===== src/rtl/gcn_pkg.sv =====
// rtl/gcn_pkg.sv - shared widths, scheduler state encoding and fixed-point multiply
package gcn_pkg;

  localparam int DATA_W = 16;
  localparam int FRAC   = 8;
  localparam int ROW_W  = 7;
  localparam int COL_W  = 5;
  localparam int NUM_W  = 1 << COL_W;

  typedef enum logic [1:0] {
    ST_IDLE  = 2'd0,
    ST_RUN   = 2'd1,
    ST_FLUSH = 2'd2
  } state_t;

  // Full-width signed product, arithmetic shift (floor), then wrap to DATA_W.
  function automatic logic [DATA_W-1:0] fx_mul(input logic signed [DATA_W-1:0] a,
                                               input logic signed [DATA_W-1:0] b);
    logic signed [2*DATA_W-1:0] prod;
    logic signed [2*DATA_W-1:0] shifted;
    prod    = a * b;
    shifted = prod >>> FRAC;
    return shifted[DATA_W-1:0];
  endfunction

endpackage


===== src/rtl/spmm_row_scheduler_if.sv =====
// rtl/spmm_row_scheduler_if.sv - weight load, nonzero stream and result slot signals
interface spmm_row_scheduler_if import gcn_pkg::*; ();

  logic              w_wr_en;
  logic              w_wr_sel;
  logic [COL_W-1:0]  w_wr_addr;
  logic [DATA_W-1:0] w_wr_data;
  logic              start;
  logic              nz_valid;
  logic              nz_ready;
  logic [ROW_W-1:0]  nz_row;
  logic [COL_W-1:0]  nz_col;
  logic [DATA_W-1:0] nz_data;
  logic              nz_last;
  logic              out_valid;
  logic              out_ready;
  logic [ROW_W-1:0]  out_row;
  logic [DATA_W-1:0] out_data0;
  logic [DATA_W-1:0] out_data1;
  logic              busy;
  logic              done;
  logic              err;

  modport slave (
    input  w_wr_en, w_wr_sel, w_wr_addr, w_wr_data, start,
    input  nz_valid, nz_row, nz_col, nz_data, nz_last, out_ready,
    output nz_ready, out_valid, out_row, out_data0, out_data1, busy, done, err
  );

  modport master (
    output w_wr_en, w_wr_sel, w_wr_addr, w_wr_data, start,
    output nz_valid, nz_row, nz_col, nz_data, nz_last, out_ready,
    input  nz_ready, out_valid, out_row, out_data0, out_data1, busy, done, err
  );

endinterface


===== src/rtl/spmm_mac_lane.sv =====
// rtl/spmm_mac_lane.sv - one weight column with its fixed-point multiply and row accumulator
module spmm_mac_lane import gcn_pkg::*; (
  input  logic              clk,
  input  logic              rst,
  input  logic              i_wr_en,
  input  logic [COL_W-1:0]  i_wr_addr,
  input  logic [DATA_W-1:0] i_wr_data,
  input  logic [COL_W-1:0]  i_col,
  input  logic [DATA_W-1:0] i_data,
  input  logic              i_load,
  input  logic              i_acc,
  output logic [DATA_W-1:0] o_acc
);

  logic [DATA_W-1:0] r_w [NUM_W];
  logic [DATA_W-1:0] r_acc;
  logic [DATA_W-1:0] w_prod;

  assign w_prod = fx_mul(i_data, r_w[i_col]);
  assign o_acc  = r_acc;

  always_ff @(posedge clk or negedge rst) begin
    if (!rst) begin
      for (int i = 0; i < NUM_W; i++) r_w[i] <= '0;
      r_acc <= '0;
    end else begin
      if (i_wr_en) r_w[i_wr_addr] <= i_wr_data;
      if (i_load)     r_acc <= w_prod;
      else if (i_acc) r_acc <= r_acc + w_prod;
    end
  end

endmodule


===== src/rtl/spmm_row_scheduler.sv =====
// rtl/spmm_row_scheduler.sv - sequences a row-sorted COO stream into per-row 2-column results
module spmm_row_scheduler import gcn_pkg::*; (
  input  logic                 clk,
  input  logic                 rst,
  spmm_row_scheduler_if.slave  bus
);

  state_t            r_state;
  logic [ROW_W-1:0]  r_cur_row;
  logic              r_has_row;
  logic              r_out_valid;
  logic [ROW_W-1:0]  r_out_row;
  logic [DATA_W-1:0] r_out_d0;
  logic [DATA_W-1:0] r_out_d1;
  logic              r_done;
  logic              r_err;

  logic              w_slot_free;
  logic              w_nz_ready;
  logic              w_accept;
  logic              w_same;
  logic              w_row_change;
  logic              w_flush_go;
  logic              w_slot_load;
  logic              w_wr_en;
  logic [DATA_W-1:0] w_acc0;
  logic [DATA_W-1:0] w_acc1;

  // No lookahead: a stalled slot blocks every entry, even ones for the current row.
  assign w_slot_free  = !r_out_valid || bus.out_ready;
  assign w_nz_ready   = (r_state == ST_RUN) && w_slot_free;
  assign w_accept     = bus.nz_valid && w_nz_ready;
  assign w_same       = r_has_row && (bus.nz_row == r_cur_row);
  assign w_row_change = w_accept && r_has_row && !w_same;
  assign w_flush_go   = (r_state == ST_FLUSH) && w_slot_free;
  assign w_slot_load  = w_row_change || (w_flush_go && r_has_row);
  assign w_wr_en      = bus.w_wr_en && (r_state == ST_IDLE);

  spmm_mac_lane u_lane0 (
    .clk       (clk),
    .rst       (rst),
    .i_wr_en   (w_wr_en && !bus.w_wr_sel),
    .i_wr_addr (bus.w_wr_addr),
    .i_wr_data (bus.w_wr_data),
    .i_col     (bus.nz_col),
    .i_data    (bus.nz_data),
    .i_load    (w_accept && !w_same),
    .i_acc     (w_accept && w_same),
    .o_acc     (w_acc0)
  );

  spmm_mac_lane u_lane1 (
    .clk       (clk),
    .rst       (rst),
    .i_wr_en   (w_wr_en && bus.w_wr_sel),
    .i_wr_addr (bus.w_wr_addr),
    .i_wr_data (bus.w_wr_data),
    .i_col     (bus.nz_col),
    .i_data    (bus.nz_data),
    .i_load    (w_accept && !w_same),
    .i_acc     (w_accept && w_same),
    .o_acc     (w_acc1)
  );

  always_ff @(posedge clk or negedge rst) begin
    if (!rst) begin
      r_state     <= ST_IDLE;
      r_cur_row   <= '0;
      r_has_row   <= 1'b0;
      r_out_valid <= 1'b0;
      r_out_row   <= '0;
      r_out_d0    <= '0;
      r_out_d1    <= '0;
      r_done      <= 1'b0;
      r_err       <= 1'b0;
    end else begin
      r_done <= 1'b0;
      case (r_state)
        ST_IDLE: begin
          if (bus.start) begin
            r_state <= ST_RUN;
            r_err   <= 1'b0;
          end
        end
        ST_RUN: begin
          if (w_accept) begin
            if (r_has_row && (bus.nz_row < r_cur_row)) r_err <= 1'b1;
            r_cur_row <= bus.nz_row;
            r_has_row <= 1'b1;
            if (bus.nz_last) r_state <= ST_FLUSH;
          end
        end
        ST_FLUSH: begin
          if (w_slot_free) begin
            r_has_row <= 1'b0;
            r_state   <= ST_IDLE;
            r_done    <= 1'b1;
          end
        end
        default: r_state <= ST_IDLE;
      endcase

      // A reload in the same cycle as a drain keeps the slot occupied.
      if (w_slot_load) begin
        r_out_valid <= 1'b1;
        r_out_row   <= r_cur_row;
        r_out_d0    <= w_acc0;
        r_out_d1    <= w_acc1;
      end else if (r_out_valid && bus.out_ready) begin
        r_out_valid <= 1'b0;
      end
    end
  end

  assign bus.nz_ready  = w_nz_ready;
  assign bus.out_valid = r_out_valid;
  assign bus.out_row   = r_out_row;
  assign bus.out_data0 = r_out_d0;
  assign bus.out_data1 = r_out_d1;
  assign bus.busy      = (r_state != ST_IDLE);
  assign bus.done      = r_done;
  assign bus.err       = r_err;

endmodule


===== src/flat_wrapper.sv =====
// flat-port wrapper written by rule: the top's interface ports become plain ports
module spmm_row_scheduler_flat import gcn_pkg::*;
  (clk, rst, bus_w_wr_en, bus_w_wr_sel, bus_w_wr_addr, bus_w_wr_data, bus_start, bus_nz_valid, bus_nz_row, bus_nz_col, bus_nz_data, bus_nz_last, bus_out_ready, bus_nz_ready, bus_out_valid, bus_out_row, bus_out_data0, bus_out_data1, bus_busy, bus_done, bus_err);
  spmm_row_scheduler_if bus_i ();
  input  logic clk;
  input  logic rst;
  input wire logic [$bits(bus_i.w_wr_en)-1:0] bus_w_wr_en;
  input wire logic [$bits(bus_i.w_wr_sel)-1:0] bus_w_wr_sel;
  input wire logic [$bits(bus_i.w_wr_addr)-1:0] bus_w_wr_addr;
  input wire logic [$bits(bus_i.w_wr_data)-1:0] bus_w_wr_data;
  input wire logic [$bits(bus_i.start)-1:0] bus_start;
  input wire logic [$bits(bus_i.nz_valid)-1:0] bus_nz_valid;
  input wire logic [$bits(bus_i.nz_row)-1:0] bus_nz_row;
  input wire logic [$bits(bus_i.nz_col)-1:0] bus_nz_col;
  input wire logic [$bits(bus_i.nz_data)-1:0] bus_nz_data;
  input wire logic [$bits(bus_i.nz_last)-1:0] bus_nz_last;
  input wire logic [$bits(bus_i.out_ready)-1:0] bus_out_ready;
  output wire logic [$bits(bus_i.nz_ready)-1:0] bus_nz_ready;
  output wire logic [$bits(bus_i.out_valid)-1:0] bus_out_valid;
  output wire logic [$bits(bus_i.out_row)-1:0] bus_out_row;
  output wire logic [$bits(bus_i.out_data0)-1:0] bus_out_data0;
  output wire logic [$bits(bus_i.out_data1)-1:0] bus_out_data1;
  output wire logic [$bits(bus_i.busy)-1:0] bus_busy;
  output wire logic [$bits(bus_i.done)-1:0] bus_done;
  output wire logic [$bits(bus_i.err)-1:0] bus_err;
  assign bus_i.w_wr_en = bus_w_wr_en;
  assign bus_i.w_wr_sel = bus_w_wr_sel;
  assign bus_i.w_wr_addr = bus_w_wr_addr;
  assign bus_i.w_wr_data = bus_w_wr_data;
  assign bus_i.start = bus_start;
  assign bus_i.nz_valid = bus_nz_valid;
  assign bus_i.nz_row = bus_nz_row;
  assign bus_i.nz_col = bus_nz_col;
  assign bus_i.nz_data = bus_nz_data;
  assign bus_i.nz_last = bus_nz_last;
  assign bus_i.out_ready = bus_out_ready;
  assign bus_nz_ready = bus_i.nz_ready;
  assign bus_out_valid = bus_i.out_valid;
  assign bus_out_row = bus_i.out_row;
  assign bus_out_data0 = bus_i.out_data0;
  assign bus_out_data1 = bus_i.out_data1;
  assign bus_busy = bus_i.busy;
  assign bus_done = bus_i.done;
  assign bus_err = bus_i.err;
  spmm_row_scheduler u_core (.clk(clk), .rst(rst), .bus(bus_i));
endmodule

===== config.mk =====
export PLATFORM = sky130hd
export DESIGN_NAME = spmm_row_scheduler_flat
export DESIGN_NICKNAME = d
export VERILOG_FILES = /design/src/rtl/gcn_pkg.sv /design/src/rtl/spmm_row_scheduler_if.sv /design/src/rtl/spmm_mac_lane.sv /design/src/rtl/spmm_row_scheduler.sv /design/src/flat_wrapper.sv
export SDC_FILE = /design/constraint.sdc
export NUM_CORES = 2
export LEC_CHECK = 0
export BUFFER_PORTS_ARGS = -buffer_cell sky130_fd_sc_hd__buf_2
export CAP_MARGIN = 20
export CORE_ASPECT_RATIO = 1.25
export CORE_UTILIZATION = 30
export DETAILED_ROUTE_END_ITERATION = 16
export SLEW_MARGIN = 20
export SYNTH_ARGS = -nofsm -noshare
export SYNTH_HDL_FRONTEND = slang
export SYNTH_SLANG_ARGS = --single-unit

===== constraint.sdc =====
create_clock -name clk -period 23.5 [get_ports clk]
set_clock_uncertainty 0.1 [all_clocks]
set_input_delay 0 -clock clk [delete_from_list [all_inputs] [get_ports clk]]
set_output_delay 0 -clock clk [all_outputs]
set_load 0.01 [all_outputs]

==> summary.txt <==
Place
  – DP Area: approximately 0.070 mm^2
  – Post-DP HPWL: between 100000 and 150000 um
  – Placed instance count: between 7000 and 8000
  – GP Congestion: a little over 0.8
  – # port buffers: 100

Route
  – Drt wl/cell: 21.17 um
  – DRT Pass-1 Iters: 6
  – Remaining routing DRC violations: 0
  – DR iter-0 viols: 2382
  – Drt total wl: 172200 um
  – Via density: 4.925
  – DR vias: 40050
  – Antenna-violating nets left: 0

Layout
  – Final instance area: around 0.074 mm^2
  – Area grow syn2layout: 12.26%
  – Nets@finish: between 5000 and 6000
  – Utilization after layout: about a third
  – Finished Layout Cells: a little over 8000
  – Proportion of layout cells with a drive suffix above 1: roughly 33%
  – Filler cell count in the final layout: 21460

Global routing
  – Largest net degree at the start of global routing: approximately 190
  – Vias in the first global route: between 40000 and 50000
  – First-pass GRT wire length: approximately 270000 um
  – Initial antenna violation count: 12
  – GRT overflow: 0
  – Global Route Usage Sum: between 10% and 20%

Logic synthesis
  – Synth top area share: about two fifths
  – Synth area leaders: dfrtp_1, mux2_2, fa_1
  – Cell variety after synth: 64
  – Synth Net Count: 5719
  – Post-synth EDFFs: 0
  – Synth Cell Area: 0.06626 mm^2
  – YS warnings: 0
  – Post-synth top area cell: dfrtp_1
  – Compound-Gate Fraction of Synth Area: 2.568%
  – Post-synthesis adder-cell area fraction: around 15%
  – Cells after Synth: 5109
  – Xor/xnor share of the synthesized area: 1.316%
  – Most numerous cell in the Yosys netlist: dfrtp_1
  – Largest family of logic cells by synthesized area: multiplexers
  – Top FF cell, synth: dfrtp_1
  – Seq cells post-synth: about 1100
  – Sequential area share after synthesis: 41.85%
  – Post-synthesis simple-gate area fraction: about 6%
  – Most frequent cells after synthesis: dfrtp_1, mux2_2, inv_1
  – Post-synthesis mux area share: between 20% and 30%
  – Average size of a mapped cell: between 10 and 15 um^2
  – Post-synth ARST share: 100.0%

Timing
  – Final-report setup violation count: 0
  – Hold Vio Cnt, Final: 0
  – Worst-Margin Slew: about 1100 ps
  – Max Slew Vio Count: 0
  – Fin crit share: 43.30%
  – RSZ-0062 raised after global routing: no
  – Max Clk Rate: roughly 0.098 GHz
  – Fin crit period: slightly above 10000 ps
  – Setup tns final: 0 ps
  – Worst slew margin: roughly 23%

CTS
  – Clk Latency, worst-skew pair: around 780 ps
  – CTS H-tree lvls: 3
  – Num CTS Buffers: 111
  – Clock sinks: approximately 1100
  – CTS root buffer: clkbuf_16
  – Post CTS Setup Buffer Count: 0
  – CTS tree: built
  – Clock-pin slew on the worst setup and hold paths: about 80 ps
  – Hold_buf cts: slightly above 60
  – CTS resizes: 0
  – Longest Clk Path Bufs: 3

Power
  – Pwr dens: roughly 90 mW/mm^2
  – Pleak: ~36 nW
  – Worst VDD drop: 0.06345 mV
  – Overall power: approximately 6.7 mW

Worst setup path
  – Max incr delay on CP: just over 800 ps
  – Crit end category: flop
  – WS Path Type: in -> reg
  – Setup crit start kind: input port
  – Slowest-stage cell, CP: buf_4
  – Worst Path Arrival: ~11000 ps
  – CP Max Fanout: 52
  – Required time at the worst-slack endpoint: between 20000 and 25000 ps
  – CP most frequent cell: fa_1

Floorplan
  – Cell Rows: ~190
  – Initial Util: between 30% and 40%
  – Core ar.: approximately 0.22 mm^2
  – DIE WIDTH: approximately 420 um
  – Die span in y: approximately 530 um
  – I/O pins: 101
  – DIE AREA: between 0.2 and 0.25 mm^2

Min path
  – Worst Hold Class: in -> reg

Status
  – Outcome: finished clean

Run
  – Max-cap violation count: 0
-- sequential cells by signal, summed over array words and instances, names as in the netlist --
name and cells:
u_core.bus.done 1, u_core.bus.err 1, u_core.bus.out_data0 16, u_core.bus.out_data1 16
u_core.bus.out_row 7, u_core.bus.out_valid 1, u_core.r_cur_row 7, u_core.r_has_row 1
u_core.r_state 2, u_core.u_lane0.o_acc 16, u_core.u_lane0.r_w 512, u_core.u_lane1.o_acc 16
u_core.u_lane1.r_w 512
-- worst paths after layout --
| path | start | endpoint | slack (ps) | depth (start not counted) |
|---|---|---|---|---|
| min in group asynchronous | rst | u_core.bus.out_data1[5] | 410 | 4 |
| worst max-delay path | bus_nz_col[0] | u_core.u_lane0.o_acc[14] | 13320 | 34 |
| worst max register to register | u_core.u_lane1.r_w[65] | u_core.u_lane1.o_acc[15] | 14240 | 35 |
| worst min register to register | u_core.r_state[1] | u_core.r_state[0] | 370 | 1 |
| max in group asynchronous | rst | u_core.u_lane1.r_w[370] | 21120 | 5 |
| worst min-delay path | bus_w_wr_data[8] | u_core.u_lane0.r_w[344] | 30 | 3 |
-- routing by layer --
| metal | track usage, % | vias to the layer above | wire length (um) |
|---|---|---|---|
| li1 | - | 17430 | - |
| met1 | 20.00 | 21590 | 74110 |
| met2 | 27.35 | 762 | 86970 |
| met3 | 2.040 | 265 | 6916 |
| met4 | 4.396 | 8 | 4130 |
| met5 | 0 | - | 48 |
-- per-stage QoR --
stage / worst slack [ps] / hold slack [ps]
3_5_place_dp: 12470 / -44.19
4_1_cts: 13300 / 2.768
2_1_floorplan: 13880 / -395.6
3_3_place_gp: 12530 / -58.09
6_report: 13320 / 26.63
5_1_grt: 12590 / 43.55
-- layout by cell type, fill, tap and decap left out, drive strengths merged, types with 6 or more instances in the layout --
| cell | Yosys | final |
|---|---|---|
| dfrtp | 1108 | 1108 |
| mux2 | 1060 | 1060 |
| inv | 510 | 512 |
| fa | 374 | 374 |
| nand2 | 282 | 282 |
| mux4 | 250 | 250 |
| buf | 76 | 208 |
| nor2b | 199 | 199 |
| ha | 179 | 179 |
| clkbuf | 284 | 159 |
| mux2i | 114 | 114 |
| nor2 | 95 | 95 |
| a21oi | 73 | 73 |
| nand2b | 72 | 72 |
| xnor2 | 71 | 71 |
| and2 | 62 | 62 |
| dlygate4sd3 | 0 | 60 |
| o21ai | 55 | 55 |
| a22oi | 52 | 52 |
| nand3 | 28 | 28 |
| xor2 | 26 | 26 |
| clkinv | 0 | 26 |
| a21o | 16 | 16 |
| o21bai | 15 | 15 |
| nor3 | 13 | 13 |
| a31oi | 13 | 13 |
| and3 | 9 | 9 |
| nand4 | 9 | 9 |
| bufinv | 0 | 9 |
| or2 | 8 | 8 |
| o22a | 7 | 7 |
| o2111ai | 7 | 7 |
| diode | 0 | 6 |
-- where the power goes --
part	internal [mW]	total, mW	switching (mW)
clock	1.06	1.86	0.801
sequential	2.18	2.32	0.144
combinational	1.17	2.54	1.37
-- worst max-delay path, delay by kind of cell --
family / cells / cell delay (ps)
buffers and inverters: 8 / 2320
adder cells (fa/ha/maj): 8 / 3620
multiplexers: 4 / 2170
AND/OR/NAND/NOR: 3 / 510
AO/OA/AOI/OAI: 11 / 1960
-- area by class of cell --
cell class | count | area, um^2 | area share [%]
Antenna cell | 6 | 15.01 | 0.02019
Clock buffer | 159 | 3238 | 4.354
Clock inverter | 41 | 624.3 | 0.8394
Inverter | 510 | 1917 | 2.577
Multi-Input combinational cell | 3131 | 35150 | 47.26
Sequential cell | 1108 | 27730 | 37.28
Tap cell | 2910 | 3641 | 4.895
Timing Repair Buffer | 268 | 2064 | 2.776
-- cell families (layout without fill, tap and decap cells) --
kind of cell | after synthesis | in the layout
xor+xnor | 98 | 98
flops | 1108 | 1108
mux | 1424 | 1424
other cells | 0 | 6
buf+inv | 870 | 978
compound gates | 263 | 263
simple gates | 793 | 793
fa+ha+maj | 553 | 553
(Power assumes the default switching activity.)
